## src/rtl/lift_pkg.sv

```systemverilog
// Shared types and helpers for the 3-floor lift scheduler.
// Floors are numbered 1..NFLOORS; index 0 means "no floor".
package lift_pkg;

  localparam int NFLOORS = 3;

  typedef enum logic [2:0] {
    IDLE,
    ISSUE,
    TRAVEL,
    DOOR,
    FAULT
  } state_t;

  function automatic logic [NFLOORS-1:0] floor_to_onehot(input logic [1:0] floor);
    logic [NFLOORS-1:0] oh;
    oh = '0;
    for (int i = 0; i < NFLOORS; i++) begin
      if (floor == 2'(i + 1)) oh[i] = 1'b1;
    end
    return oh;
  endfunction

  // Zero or multi-hot input maps to 0 so callers can treat it as invalid.
  function automatic logic [1:0] onehot_to_floor(input logic [NFLOORS-1:0] oh);
    case (oh)
      3'b001:  return 2'd1;
      3'b010:  return 2'd2;
      3'b100:  return 2'd3;
      default: return 2'd0;
    endcase
  endfunction

endpackage

```

## src/rtl/lift_next_floor.sv

```systemverilog
// Combinational SCAN selector: nearest pending floor in the current
// direction first, otherwise the nearest one in the opposite direction.
module lift_next_floor
  import lift_pkg::*;
(
  input  logic [NFLOORS-1:0] pending,
  input  logic [1:0]         cur_floor,
  input  logic               dir_up,
  output logic [1:0]         target,
  output logic               valid,
  output logic               new_dir
);

  logic [1:0] w_up;
  logic [1:0] w_dn;

  // Downward scan leaves the lowest floor above; upward scan the highest below.
  always_comb begin
    w_up = '0;
    w_dn = '0;
    for (int i = NFLOORS - 1; i >= 0; i--) begin
      if (pending[i] && (i + 1) > int'(cur_floor)) w_up = 2'(i + 1);
    end
    for (int i = 0; i < NFLOORS; i++) begin
      if (pending[i] && (i + 1) < int'(cur_floor)) w_dn = 2'(i + 1);
    end
  end

  assign valid   = (w_up != 2'd0) || (w_dn != 2'd0);
  assign target  = dir_up ? ((w_up != 2'd0) ? w_up : w_dn)
                          : ((w_dn != 2'd0) ? w_dn : w_up);
  assign new_dir = valid ? (target > cur_floor) : dir_up;

endmodule

```

## src/rtl/lift_scheduler.sv

```systemverilog
// Call latch, SCAN sequencer and door/travel timers for the 3-floor lift.
// state  | meaning
// IDLE   | waiting for a pending call
// ISSUE  | dstn pulse to the lift (one cycle)
// TRAVEL | waiting for at_floor to match the target, timeout running
// DOOR   | door interval at the target floor
// FAULT  | travel timeout, held until reset
module lift_scheduler
  import lift_pkg::*;
#(
  parameter int DOOR_CYCLES = 3,
  parameter int TIMEOUT     = 16
) (
  input  logic               clk,
  input  logic               reset,
  input  logic [NFLOORS-1:0] req,
  input  logic [NFLOORS-1:0] at_floor,
  output logic [NFLOORS-1:0] dstn,
  output logic               door_open,
  output logic [NFLOORS-1:0] pending,
  output logic               dir_up,
  output logic               busy,
  output logic               fault
);

  localparam int DW = $clog2(DOOR_CYCLES + 1);
  localparam int TW = $clog2(TIMEOUT + 1);

  state_t             r_state, w_state_nxt;
  logic [1:0]         r_cur_floor, r_target, w_door_floor, w_sel_target, w_at_idx;
  logic               r_dir_up, w_sel_valid, w_sel_dir, w_here, w_arrived;
  logic [NFLOORS-1:0] r_pending, r_dstn, w_clr_mask;
  logic [DW-1:0]      r_door_cnt;
  logic [TW-1:0]      r_timer;

  lift_next_floor u_next (
    .pending   (r_pending),
    .cur_floor (r_cur_floor),
    .dir_up    (r_dir_up),
    .target    (w_sel_target),
    .valid     (w_sel_valid),
    .new_dir   (w_sel_dir)
  );

  assign w_at_idx  = onehot_to_floor(at_floor);
  assign w_here    = |(r_pending & floor_to_onehot(r_cur_floor));
  assign w_arrived = (at_floor == floor_to_onehot(r_target));

  always_comb begin
    w_state_nxt  = r_state;
    w_door_floor = r_target;
    case (r_state)
      IDLE: begin
        if (w_here) begin
          w_state_nxt  = DOOR;
          w_door_floor = r_cur_floor;
        end else if (w_sel_valid) begin
          w_state_nxt = ISSUE;
        end
      end
      ISSUE:  w_state_nxt = TRAVEL;
      TRAVEL: begin
        if (w_arrived)                         w_state_nxt = DOOR;
        else if (r_timer == TW'(TIMEOUT - 1))  w_state_nxt = FAULT;
      end
      DOOR:   if (r_door_cnt == '0) w_state_nxt = IDLE;
      FAULT:  w_state_nxt = FAULT;
      default: w_state_nxt = IDLE;
    endcase
    // Door floor call is masked from the entry edge to the last DOOR edge.
    w_clr_mask = '0;
    if (r_state == DOOR || w_state_nxt == DOOR) w_clr_mask = floor_to_onehot(w_door_floor);
  end

  always_ff @(posedge clk) begin
    if (reset) begin
      r_state     <= IDLE;
      r_cur_floor <= 2'd1;
      r_target    <= 2'd1;
      r_dir_up    <= 1'b1;
      r_pending   <= '0;
      r_dstn      <= '0;
      r_door_cnt  <= '0;
      r_timer     <= '0;
    end else begin
      r_state <= w_state_nxt;
      if (w_at_idx != 2'd0) r_cur_floor <= w_at_idx;
      if (r_state != FAULT) r_pending <= (r_pending | req) & ~w_clr_mask;
      r_dstn <= (w_state_nxt == ISSUE) ? floor_to_onehot(w_sel_target) : '0;
      if (r_state == IDLE) begin
        if (w_state_nxt == ISSUE) begin
          r_target <= w_sel_target;
          r_dir_up <= w_sel_dir;
        end else if (w_state_nxt == DOOR) begin
          r_target <= r_cur_floor;
        end
      end
      r_timer <= (r_state == TRAVEL) ? r_timer + 1'b1 : '0;
      if (w_state_nxt == DOOR && r_state != DOOR) r_door_cnt <= DW'(DOOR_CYCLES - 1);
      else if (r_door_cnt != '0)                  r_door_cnt <= r_door_cnt - 1'b1;
    end
  end

  assign dstn      = r_dstn;
  assign door_open = (r_state == DOOR);
  assign pending   = r_pending;
  assign dir_up    = r_dir_up;
  assign busy      = (r_state != IDLE);
  assign fault     = (r_state == FAULT);

endmodule

```

## config.mk

```make
export PLATFORM = sky130hd
export DESIGN_NAME = lift_scheduler
export DESIGN_NICKNAME = d
export VERILOG_FILES = /design/src/rtl/lift_pkg.sv /design/src/rtl/lift_next_floor.sv /design/src/rtl/lift_scheduler.sv
export SDC_FILE = /design/constraint.sdc
export NUM_CORES = 1
export LEC_CHECK = 0
export ABC_AREA = 1
export CAP_MARGIN = 10
export CORE_UTILIZATION = 25
export CTS_CLUSTER_SIZE = 16
export DETAILED_ROUTE_END_ITERATION = 6
export GPL_TIMING_DRIVEN = 0
export PLACE_DENSITY_LB_ADDON = 0.08
export SYNTH_ARGS = -nofsm -noshare
export SYNTH_HDL_FRONTEND = slang
export SYNTH_HIERARCHICAL = 1
export SYNTH_SLANG_ARGS = --single-unit
```

## constraint.sdc

```tcl
create_clock -name clk -period 4.2 [get_ports clk]
set_input_delay 0.42 -clock clk [delete_from_list [all_inputs] [get_ports clk]]
set_output_delay 0.42 -clock clk [all_outputs]
set_load 0.01 [all_outputs]
```

==> flow_metrics.env <==
export IMPL_grt_pass1_vias=1133
export IMPL_multiInputGateArea_um2=744
export IMPL_vias=1237
export IMPL_clock_path_buffers=2
export IMPL_rsz0062_at_grt="false"
export IMPL_worstMarginPinSlew_ps=531
export IMPL_place_congestion=0.753
export IMPL_synth_nets=201
export IMPL_use_met2_pct=21.6
export IMPL_status="finished, final reports clean"
export IMPL_cts_tree="done"
export IMPL_grt_pass1_wl_mm=4.98
export IMPL_antenna_found_initial=0
export IMPL_cts_resized=0
export IMPL_grt_max_degree=13
export IMPL_path_class="flop to output port"
export IMPL_nFillCells=514
export IMPL_initial_core_util_pct=26.7
export IMPL_period_minus_slack_ps=1990
export IMPL_reg2reg_from="r_cur_floor[1]"
export IMPL_yosys_warnings=6
export IMPL_finalClockSkew_ps=1.54
export IMPL_fin_crit_sh_pct=47.4
export IMPL_finish_utilization_pct=32.9
export IMPL_critPathLaunch="r_state[2]"
export IMPL_dpl_cell_area_mm2=0.00155
export IMPL_cts_root_buf="clkbuf_8"
export IMPL_drc=0
export IMPL_hold_class="flop to flop"
export IMPL_stdcell_area_mm2=0.00159
export IMPL_drt_wl_total_mm=2.94
export IMPL_critical_path_endpoint="fault"
export IMPL_die_area_mm2=0.00546
export IMPL_antenna_cells=0
export IMPL_dr_pass1_iters=4
export IMPL_tns_ps=0
export IMPL_use_met1_pct=14.3
export IMPL_place_hpwl_mm=2.35
export IMPL_slew_headroom_pct=64.6
export IMPL_r2r_end="dir_up"
export IMPL_power_frac_seq_pct=31.4
export IMPL_final_antenna_net_count=0
export IMPL_pwr_density_cell_mw_per_mm2=587
export IMPL_syn_area_mm2=0.00129
export IMPL_postCtsSetupRepairBufs=0
export IMPL_clkLatencyLatePin_ps=270
export IMPL_worst_path_max_fanout=5
export IMPL_p_comb_share_pct=53.6
export IMPL_fmax_mhz=502
export IMPL_ios=18
export IMPL_swShare_pct=45.6
export IMPL_finalHoldViolations=0
export IMPL_crit_required_ps=3780
export IMPL_drt_initial_drc_count=28
export IMPL_hold_ws_ps=449
export IMPL_crit_path_end_kind="output port"
export IMPL_regArea_um2=420
export IMPL_synth_avg_cell_area_um2=6.84
export IMPL_numPortBuffers=17
export IMPL_final_common_cell="nand2_1"
export IMPL_ir_drop_mv=0.169
export IMPL_grt_usage_pct=12.3
export IMPL_nets=223
export IMPL_power_share_clock_pct=14.9
export IMPL_fp_dieH_um=73.9
export IMPL_internal_power_mw=0.508
export IMPL_cts_inserted_buffers=3
export IMPL_synth_cell_type_count=29
export IMPL_crit_arrival_ps=1570
export IMPL_gr_total_overflow=0
export IMPL_syn_inst=189
export IMPL_ctsHoldBuffers=0
export IMPL_post_drt_wl_per_cell_um=10.6
export IMPL_top_usage_layer="met2"
export IMPL_ys_ff_latch=21
export IMPL_cts_sinks=21
export IMPL_cts_reportedPaths_clkPinSlew_ps=80
export IMPL_power_total_mw=0.934
export IMPL_std_cell_rows=25
export IMPL_via_per_inst=4.47
export IMPL_p_sw_mw=0.426
export IMPL_max_cap_violations=0
export IMPL_startpoint_type="flop"
export IMPL_area_delta_synth_final_pct=23.2
export IMPL_drv_slew=0
export IMPL_drive_gt1_share_pct=15.2
export IMPL_coreArea_mm2=0.00485
export IMPL_most_common_layout_cells="nand2_1 (50), inv_1 (28), dfxtp_1 (21), clkdlybuf4s50_1 (17), nand3_1 (16)"
export IMPL_r2r_cells=12
export IMPL_seq_area_frac_synth_pct=32.5
export IMPL_htreeDepth=1
export IMPL_fp_dieW_um=73.9
export IMPL_setup_viol=0
export IMPL_leakagePower_nw=0.746
export IMPL_use_met3_pct=2.88
export IMPL_regToRegSetupSlack_ps=2220
[how the worst min path moves through the flow]
stage | cells after the start | slack, ps | from | endpoint
global placement | 1 | 430 | r_timer[0] | r_timer[0]
global route | 1 | 480 | r_timer[0] | r_timer[0]
finish | 1 | 450 | r_timer[0] | r_timer[0]
detailed placement | 1 | 440 | r_timer[0] | r_timer[0]
CTS | 1 | 460 | r_timer[0] | r_timer[0]
floorplan | 1 | 420 | r_timer[0] | r_timer[0]
[critical path, cell delays in order, from the launching register on]
cell and delay, ps:
dfxtp_1 480, inv_1 60, nor3_1 180, clkdlybuf4s50_1 570
[metrics by stage]
stage / instances / worst slack, ps
finish: 277 / 2210
global route: 277 / 1990
CTS: 277 / 2190
detailed placement: 273 / 2240
global placement: 273 / 2300
floorplan: 189 / 2510
[state kept, by name, summed over array words and instances, names as in the netlist]
register / count
r_state: 3
dir_up: 1
pending: 3
r_door_cnt: 2
r_cur_floor: 2
dstn: 3
r_timer: 5
r_target: 2
[power by group through the flow]
| stage | clock [mW] | combinational, mW | sequential [mW] |
|---|---|---|---|
| 6_report | 0.139 | 0.501 | 0.294 |
| 5_1_grt | 0.153 | 0.569 | 0.302 |
| 4_1_cts | 0.145 | 0.507 | 0.295 |
| 3_5_place_dp | 0 | 0.505 | 0.299 |
| 3_3_place_gp | 0 | 0.499 | 0.297 |
| 2_1_floorplan | 0 | 0.370 | 0.295 |
[layer usage]
layer | vias to the layer above | share of wire (%) | routed length [um]
met2 | 25 | 48 | 1420
met1 | 559 | 47 | 1390
li1 | 649 | - | -
met5 | - | 0 | 0
met4 | 0 | 1.4 | 41
met3 | 4 | 3.2 | 94
[logic make-up (layout without fill, tap and decap cells)]
logic type / count (synthesis) / in the layout / synth area share, %
and+or+nand+nor: 105 / 105 / 42.0
DFF: 21 / 21 / 32.5
AOI/OAI and AO/OA: 25 / 25 / 11.7
buffers and inverters: 34 / 55 / 9.87
adders and majority gates: 4 / 4 / 3.87
[area by class of cell]
class / count / share of cell area (%)
Buffer: 1 / 0.236
Clock buffer: 3 / 2.59
Clock inverter: 1 / 0.314
Inverter: 33 / 7.78
Multi-Input combinational cell: 134 / 46.7
Sequential cell: 21 / 26.4
Tap cell: 67 / 5.26
Timing Repair Buffer: 17 / 10.7
[synthesized netlist by cell type]
library cell | instances | area, um2
a21oi_1 | 11 | 55.1
a21oi_2 | 3 | 26.3
and2_4 | 1 | 8.76
clkbuf_1 | 1 | 3.75
dfxtp_1 | 21 | 420
ha_1 | 4 | 50.1
inv_1 | 28 | 105
inv_2 | 5 | 18.8
nand2_1 | 50 | 188
nand2_2 | 5 | 31.3
nand2_4 | 1 | 11.3
nand3_1 | 16 | 80.1
nand3_2 | 1 | 10.0
nand3b_1 | 1 | 7.51
nand3b_4 | 1 | 20.0
nand4_1 | 2 | 12.5
nand4_4 | 1 | 21.3
nor2_1 | 13 | 48.8
nor2_2 | 2 | 12.5
nor2_4 | 2 | 22.5
nor3_1 | 4 | 20.0
nor3_4 | 1 | 16.3
nor3b_1 | 1 | 7.51
nor4_2 | 1 | 12.5
o211ai_1 | 3 | 22.5
o21ai_0 | 4 | 20.0
o21ai_1 | 2 | 10.0
o21ai_2 | 2 | 17.5
or2_2 | 2 | 12.5
Power figures use the tool's default switching activity.
